===== config.mk =====
export PLATFORM = sky130hd
export DESIGN_NAME = esc_reg_bank_n
export DESIGN_NICKNAME = d
export VERILOG_FILES = /design/src/rtl/esc_reg_bank_n.sv
export SDC_FILE = /design/constraint.sdc
export NUM_CORES = 1
export LEC_CHECK = 0
export BUFFER_PORTS_ARGS = -buffer_cell sky130_fd_sc_hd__buf_2
export CELL_PAD_IN_SITES_DETAIL_PLACEMENT = 0
export CELL_PAD_IN_SITES_GLOBAL_PLACEMENT = 2
export CORE_MARGIN = 2
export CORE_UTILIZATION = 43
export CTS_CLUSTER_DIAMETER = 150
export DETAILED_ROUTE_END_ITERATION = 8
export PLACE_DENSITY_LB_ADDON = 0.05
export REMOVE_ABC_BUFFERS = 1
export SLEW_MARGIN = 30
export SYNTH_ARGS = -nofsm -noshare
export SYNTH_HDL_FRONTEND = slang
export SYNTH_SLANG_ARGS = --single-unit

===== constraint.sdc =====
create_clock -name clk -period 11.2 [get_ports clk]
set_input_delay 1.12 -clock clk [delete_from_list [all_inputs] [get_ports clk]]
set_output_delay 1.12 -clock clk [all_outputs]
set_load 0.1 [all_outputs]

===== src/rtl/esc_reg_bank_n.sv =====
// Multi-channel shadow/live register bank for the I2C byte interface.
// Define ESC_REGS_BROADCAST_EN to make channel index 15 a broadcast address.
module esc_reg_bank_n #(
  parameter int unsigned NCH            = 2,
  parameter logic [15:0] PWM_PERIOD_RST = 16'd1000,
  parameter logic [15:0] PERIOD_REF_RST = 16'd0,
  parameter logic [7:0]  KP_RST         = 8'd4,
  parameter logic [7:0]  KI_RST         = 8'd1,
  parameter logic [6:0]  KD_RST         = 7'd0
) (
  input  logic              clk,
  input  logic              rst,
  input  logic              write,
  input  logic              read_1,
  input  logic [7:0]        index_1,
  input  logic [7:0]        data_in,
  output logic [7:0]        data_out_1,
  input  logic [8*NCH-1:0]  Kp_int_i,
  output logic [16*NCH-1:0] pwm_period,
  output logic [16*NCH-1:0] period_reference,
  output logic [8*NCH-1:0]  Kp_ext,
  output logic [8*NCH-1:0]  Ki_ext,
  output logic [7*NCH-1:0]  Kd_ext,
  output logic [NCH-1:0]    override_internal_pid,
  output logic [4*NCH-1:0]  tunerreset_autotune,
  output logic [NCH-1:0]    commit_pulse
);

  logic [3:0]            w_ch;
  logic [3:0]            w_off;
  logic                  w_bcast;
  logic                  w_shadow_wr;
  logic                  w_commit;
  logic [NCH-1:0][7:0]   w_rd_ch;
  logic [7:0]            w_rdata;
  logic [7:0]            r_data_out;

  assign w_ch        = index_1[7:4];
  assign w_off       = index_1[3:0];
  assign w_shadow_wr = write && !w_off[3];
  assign w_commit    = write && (w_off == 4'd14) && data_in[0];

`ifdef ESC_REGS_BROADCAST_EN
  assign w_bcast = (w_ch == 4'hF);
`else
  assign w_bcast = 1'b0;
`endif

  for (genvar g = 0; g < NCH; g++) begin : ch_g
    localparam logic [3:0] CH = 4'(g);

    logic        w_hit;
    logic [7:0]  w_rd;
    logic [15:0] r_sh_pwm, r_sh_ref, r_lv_pwm, r_lv_ref;
    logic [7:0]  r_sh_kp, r_sh_ki, r_lv_kp, r_lv_ki;
    logic [6:0]  r_sh_kd, r_lv_kd;
    logic        r_sh_ovr, r_lv_ovr;
    logic [3:0]  r_sh_tune, r_lv_tune;
    logic        r_pending;
    logic        r_pulse;

    assign w_hit = w_bcast || (w_ch == CH);

    always_ff @(posedge clk or posedge rst) begin
      if (rst) begin
        r_sh_pwm  <= PWM_PERIOD_RST;
        r_sh_ref  <= PERIOD_REF_RST;
        r_sh_kp   <= KP_RST;
        r_sh_ki   <= KI_RST;
        r_sh_kd   <= KD_RST;
        r_sh_ovr  <= 1'b0;
        r_sh_tune <= '0;
        r_lv_pwm  <= PWM_PERIOD_RST;
        r_lv_ref  <= PERIOD_REF_RST;
        r_lv_kp   <= KP_RST;
        r_lv_ki   <= KI_RST;
        r_lv_kd   <= KD_RST;
        r_lv_ovr  <= 1'b0;
        r_lv_tune <= '0;
        r_pending <= 1'b0;
        r_pulse   <= 1'b0;
      end else begin
        r_pulse <= 1'b0;
        if (w_hit && w_shadow_wr) begin
          r_pending <= 1'b1;
          case (w_off[2:0])
            3'd0: r_sh_pwm[7:0]  <= data_in;
            3'd1: r_sh_pwm[15:8] <= data_in;
            3'd2: r_sh_ref[7:0]  <= data_in;
            3'd3: r_sh_ref[15:8] <= data_in;
            3'd4: r_sh_kp        <= data_in;
            3'd5: r_sh_ki        <= data_in;
            3'd6: r_sh_kd        <= data_in[6:0];
            default: begin
              r_sh_ovr  <= data_in[0];
              r_sh_tune <= data_in[7:4];
            end
          endcase
        end
        if (w_hit && w_commit) begin
          r_lv_pwm  <= r_sh_pwm;
          r_lv_ref  <= r_sh_ref;
          r_lv_kp   <= r_sh_kp;
          r_lv_ki   <= r_sh_ki;
          r_lv_kd   <= r_sh_kd;
          r_lv_ovr  <= r_sh_ovr;
          r_lv_tune <= r_sh_tune;
          r_pending <= 1'b0;
          r_pulse   <= 1'b1;
        end
      end
    end

    always_comb begin
      w_rd = '0;
      case (w_off)
        4'd0:    w_rd = r_sh_pwm[7:0];
        4'd1:    w_rd = r_sh_pwm[15:8];
        4'd2:    w_rd = r_sh_ref[7:0];
        4'd3:    w_rd = r_sh_ref[15:8];
        4'd4:    w_rd = r_sh_kp;
        4'd5:    w_rd = r_sh_ki;
        4'd6:    w_rd = {1'b0, r_sh_kd};
        4'd7:    w_rd = {r_sh_tune, 3'b000, r_sh_ovr};
        4'd8:    w_rd = Kp_int_i[8*g +: 8];
        4'd9:    w_rd = {7'd0, r_pending};
        default: w_rd = '0;
      endcase
    end

    assign w_rd_ch[g]                   = w_rd;
    assign pwm_period[16*g +: 16]       = r_lv_pwm;
    assign period_reference[16*g +: 16] = r_lv_ref;
    assign Kp_ext[8*g +: 8]             = r_lv_kp;
    assign Ki_ext[8*g +: 8]             = r_lv_ki;
    assign Kd_ext[7*g +: 7]             = r_lv_kd;
    assign override_internal_pid[g]     = r_lv_ovr;
    assign tunerreset_autotune[4*g +: 4] = r_lv_tune;
    assign commit_pulse[g]              = r_pulse;
  end

  // Broadcast and out-of-range channels match no channel and read as zero.
  always_comb begin
    w_rdata = '0;
    if (!w_bcast) begin
      for (int unsigned c = 0; c < NCH; c++) begin
        if (w_ch == 4'(c)) w_rdata = w_rd_ch[c];
      end
    end
  end

  always_ff @(posedge clk or posedge rst) begin
    if (rst)                  r_data_out <= '0;
    else if (read_1 && !write) r_data_out <= w_rdata;
  end

  assign data_out_1 = r_data_out;

endmodule


== Word level (Yosys, flattened, before mapping) ==
Index checks and enable logic that the tools add are counted.

* Register bits after elaboration: 252
* Output and inout port bits: 130
* Bits in latches: 0
* Input bits: 36
* Word-level logic and storage cells: 97
* Memories: 0
* RAM bits: 0
* Memory bits (read-only): 0

* Div/mod/pow operators: 0
* $mul: 0
* Reductions and logical operators: 32
* Multiplexer cells: 10
* Add/sub/neg operators: 0
* Equality and inequality tests: 17
* Shifts and indexed selects: 0
* Order comparisons: 0
* Bitwise logic cells: 1

{| class="wikitable"
|+ Operators by type and width
! cell !! count
|-
| 8-bit case mux with 10 select lines || 2
|-
| 2-bit AND reduction || 16
|-
| 4-bit by 3-bit equality test with 1-bit output (second input constant) || 4
|-
| 8-bit 2-to-1 mux || 2
|-
| 4-bit equality test (second input constant) || 3
|-
| 3-bit equality test (second input constant) || 3
|-
| 4-bit by 1-bit equality test with 1-bit output (second input constant) || 2
|-
| 4-bit by 2-bit equality test with 1-bit output (second input constant) || 2
|-
| 1-bit logical AND || 8
|-
| 4-bit zero test || 2
|-
| 7-bit OR reduction || 1
|-
| 3-bit by 2-bit equality test with 1-bit output (second input constant) || 2
|-
| 1-bit 2-to-1 mux || 6
|-
| 2-bit nonzero test || 2
|-
| 3-bit by 1-bit equality test with 1-bit output (second input constant) || 1
|-
| 3-bit zero test || 1
|-
| 1-bit zero test || 2
|-
| 1-bit inverter || 1
|}

== Depth between registers and ports, before layout ==
* Depth in word-level cells: 5
* Gate-level depth with buffers: 8
* Gate-level depth less buffers: 5

== Worst setup path before layout ==
Ideal clock, no wire load.

* Path kind: in2reg
* Start: input port index_1[7]
* End: register ch_g[1].r_lv_kd[0]
* Stages: 7
* Slack: 8280 ps
* Path buffers: 2
* Setup time: 125 ps
* Data required time: 11075 ps
* Data arrival time: 2794 ps
* Cell sequence: nor3_1 > nand2_1 > or4b_1 > or2_1 > buf_6 > buf_6 > mux2_4

* Cells in the longest elaborated chain, start to end: 2

{| class="wikitable"
|+ Ends and longest elaborated chain
! element !! RTL line !! RTL
|-
| start, declared || 15 || <nowiki>input logic [7:0] index_1,</nowiki>
|-
| 4-bit by 1-bit equality test with 1-bit output || 62 || <nowiki>assign w_hit = w_bcast || (w_ch == CH);</nowiki>
|-
| 1-bit logical AND || 100 || <nowiki>if (w_hit && w_commit) begin</nowiki>
|-
| end signal, assigned || 105 || <nowiki>r_lv_kd <= r_sh_kd;</nowiki>
|-
| end, declared || 56 || <nowiki>logic [6:0] r_sh_kd, r_lv_kd;</nowiki>
|}

No other way between the ends.
A chain may end at the register's enable or synchronous reset.

== Final worst setup path ==
* Start: input port index_1[1]
* End: register ch_g[1].r_lv_kp[3]

* Cells in the longest elaborated chain, start to end: 4

{| class="wikitable"
|+ Ends and longest elaborated chain
! element !! RTL line !! RTL
|-
| 4-bit equality test || 41 || <nowiki>assign w_commit = write && (w_off == 4'd14) && data_in[0];</nowiki>
|-
| 1-bit logical AND (2 in series) || 41 ||
|-
| 1-bit logical AND || 100 ||
|-
| end signal, assigned || 103 || <nowiki>r_lv_kp <= r_sh_kp;</nowiki>
|-
| end, declared || 55 || <nowiki>logic [7:0] r_sh_kp, r_sh_ki, r_lv_kp, r_lv_ki;</nowiki>
|}

No other way between the ends.

==> results.yml <==
run_status:
  status: "complete, no violations"
layout:
  mostFrequentLayoutCells: "dfrtp_1 (220), mux2_2 (188), buf_2 (165)"
  syn_to_final_growth_pct: 17.55
  drive_gt1_share_pct: 55.00
  design_area_sq_mm: 0.01293
  layout_commonest_cell: "dfrtp_1"
  n_antenna_cell: 0
  nets: 937
synth:
  synth_cells: 750
  synth_warnings: 0
  yosysTopAreaCell: "dfrtp_1"
  synth_area_sq_mm: 0.01100
  ys_seq_elements: 252
  synth_seq_area_share_pct: 57.68
  synth.distinct_cells: 51
  synth.avg_cell_area_sq_um: 14.67
  synth_top_area_share_pct: 50.03
  synth_area_leaders: "dfrtp_1 (50%), mux2_2 (19%), mux2_4 (7.9%)"
sta:
  period_needed_ns: 3.631
  clock.fmax_mhz: 275.4
  final.setup.worst_slack_ns: 7.569
  slew_headroom_pct: 44.16
  finalSetupViolations: 0
  tns_ns: 0
  post-route-period-util_pct: 32.42
  worst_pin_slew_ns: 0.8376
  skew_ns: 0.008917
  hold_viol: 0
  slew_viol_final: 0
  rsz0062_at_grt: "false"
grt:
  antenna_found_initial: 1
  gr-total-overflow: 0
  grtUsageTotal_pct: 22.50
  grt_max_degree: 93
  grt_pass1_vias: 7137
  grt_pass1_wl_mm: 45.26
clock_tree:
  ctsHoldBuffers: 0
  root_buffer: "clkbuf_16"
  cts_buffers: 27
  postCtsResizedCells: 0
  cts_buffer_depth: 3
  clk-insertion-delay-late_ns: 0.53
  cts.sinks: 252
  clkTransAtPathRegs_ns: 0.06
  post-cts-setup-buffers: 0
  htree_levels: 1
  cts_tree: "built"
floorplan:
  die_w_um: 164.0
  dieArea_sq_mm: 0.02688
  ioPinCount: 166
  initial_core_util_pct: 43.69
  coreArea_sq_mm: 0.02518
  num_rows: 58
  die_h_um: 164.0
place:
  dp_hpwl_mm: 20.05
  io_buffers: 165
  place.gp.congestion: 0.7609
  place_area_sq_mm: 0.01206
  preCtsSetupSlack_ns: 7.071
routing:
  dr_total_vias: 6944
  routed_wl_mm: 29.68
  post_drt_wl_per_cell_um: 23.75
  antenna_left: 0
  first_iter_violations: 451
  post-route-drc-count: 0
  viasPerCell: 5.555
  drt_first_pass_iters: 4
critical_path:
  worstPathRequired_ns: 11.61
  crit_fanout: 45
  r2r_slack_ns: 9.50
  critPathArrivalTime_ns: 4.04
  endpoint_kind: "flop"
  worstSetupPathType: "primary input to flop"
  start_kind: "primary input"
power_and_ir_drop:
  power.leakage_nw: 6.729
  ir_drop_uv: 83.44
  finalPower_w: 0.001946
  p_per_area_mw_per_mm2: 150.4
run:
  drv_cap: 0
min_path:
  min_path_type: "flop to flop"
[synthesized netlist by cell type (all sizes together)]
master	instances
o22ai	1
nand2	21
dfrtp	220
nand4	4
or2	1
a22oi	16
nor2b	7
a22o	5
and3	1
clkbuf	18
inv	2
a311oi	1
a2111oi	2
dfstp	32
nor4	1
o21ai	9
nor4b	1
clkinv	1
a32o	5
o21a	2
nor3	17
buf	32
nor3b	1
a31oi	2
o31ai	3
nand4b	1
o211ai	1
or3	1
or4	1
mux2	246
o32ai	4
mux4	5
mux2i	23
o311ai	1
a221oi	1
nand3	11
o221ai	1
or4b	1
nor2	21
a21oi	9
o32a	1
and2	3
nand2b	6
o41ai	1
a32oi	7
[metal layers]
metal	vias up	track usage, %	wire length (um)
met5	-	0	0
met4	0	5.423	573
met3	40	3.737	1777
met2	229	34.32	13540
met1	3595	33.61	13790
li1	3080	-	-
[per-stage QoR]
| stage | hold WS (ns) | util [%] | instances |
|---|---|---|---|
| 3_5_place_dp | 0.4820 | 47.91 | 1202 |
| 6_report | 0.4907 | 51.36 | 1250 |
| 2_1_floorplan | 0.4639 | - | 700 |
| 5_1_grt | 0.5107 | 51.36 | 1250 |
| 4_1_cts | 0.4947 | 51.34 | 1250 |
| 3_3_place_gp | 0.4747 | 47.75 | 1201 |
[power breakdown]
part           switching [W]  internal [W]
logic              0.0000808     0.0000396
clock network       0.000357      0.000511
registers          0.0000205      0.000937
total               0.000458       0.00149
[layout make-up]
| type | count | area [sq um] |
|---|---|---|
| Tap cell | 330 | 412.9 |
| Timing Repair Buffer | 172 | 902.1 |
| Clock inverter | 8 | 70.07 |
| Sequential cell | 252 | 6346 |
| Inverter | 3 | 18.77 |
| Clock buffer | 40 | 794.5 |
| Multi-Input combinational cell | 445 | 4389 |
| Fill cell | 2185 | 12250 |
[worst max-delay path, cell delays in order]
cell and delay (ns):
buf_2 0.57, and2_1 0.45, nand2_1 0.08, or4b_1 0.55, or2_4 0.39, buf_4 0.41, mux2_4 0.39
[flip-flops by register name (all words and copies together) (netlist names), 16 cells and up]
signal	flops
ch_g.r_lv_pwm	32
ch_g.r_lv_ref	32
ch_g.r_sh_pwm	32
ch_g.r_sh_ref	32
ch_g.r_lv_ki	16
ch_g.r_lv_kp	16
ch_g.r_sh_ki	16
ch_g.r_sh_kp	16
[cell families after synthesis]
family / Yosys count / share of synthesized area [%]
mux: 274 / 30.27
flops: 252 / 57.68
simple gates: 99 / 4.572
compound gates: 72 / 4.867
buf+inv: 53 / 2.615
[worst paths after layout]
check,cells after the start,startpoint,endpoint
max,7,index_1[1],ch_g[1].r_lv_kp[3]$_DFFE_PP0P_
min,1,ch_g[1].r_pending$_DFFE_PP0P_,ch_g[1].r_pending$_DFFE_PP0P_
max reg2reg,4,ch_g[1].r_sh_ref[5]$_DFFE_PP0P_,data_out_1[5]$_DFFE_PP0P_
min reg2reg,1,ch_g[1].r_pending$_DFFE_PP0P_,ch_g[1].r_pending$_DFFE_PP0P_
max in group asynchronous,5,rst,ch_g[1].r_sh_kp[2]$_DFFE_PP1P_
min in group asynchronous,2,rst,ch_g[0].r_sh_kp[4]$_DFFE_PP0P_
(Power assumes the default switching activity.)
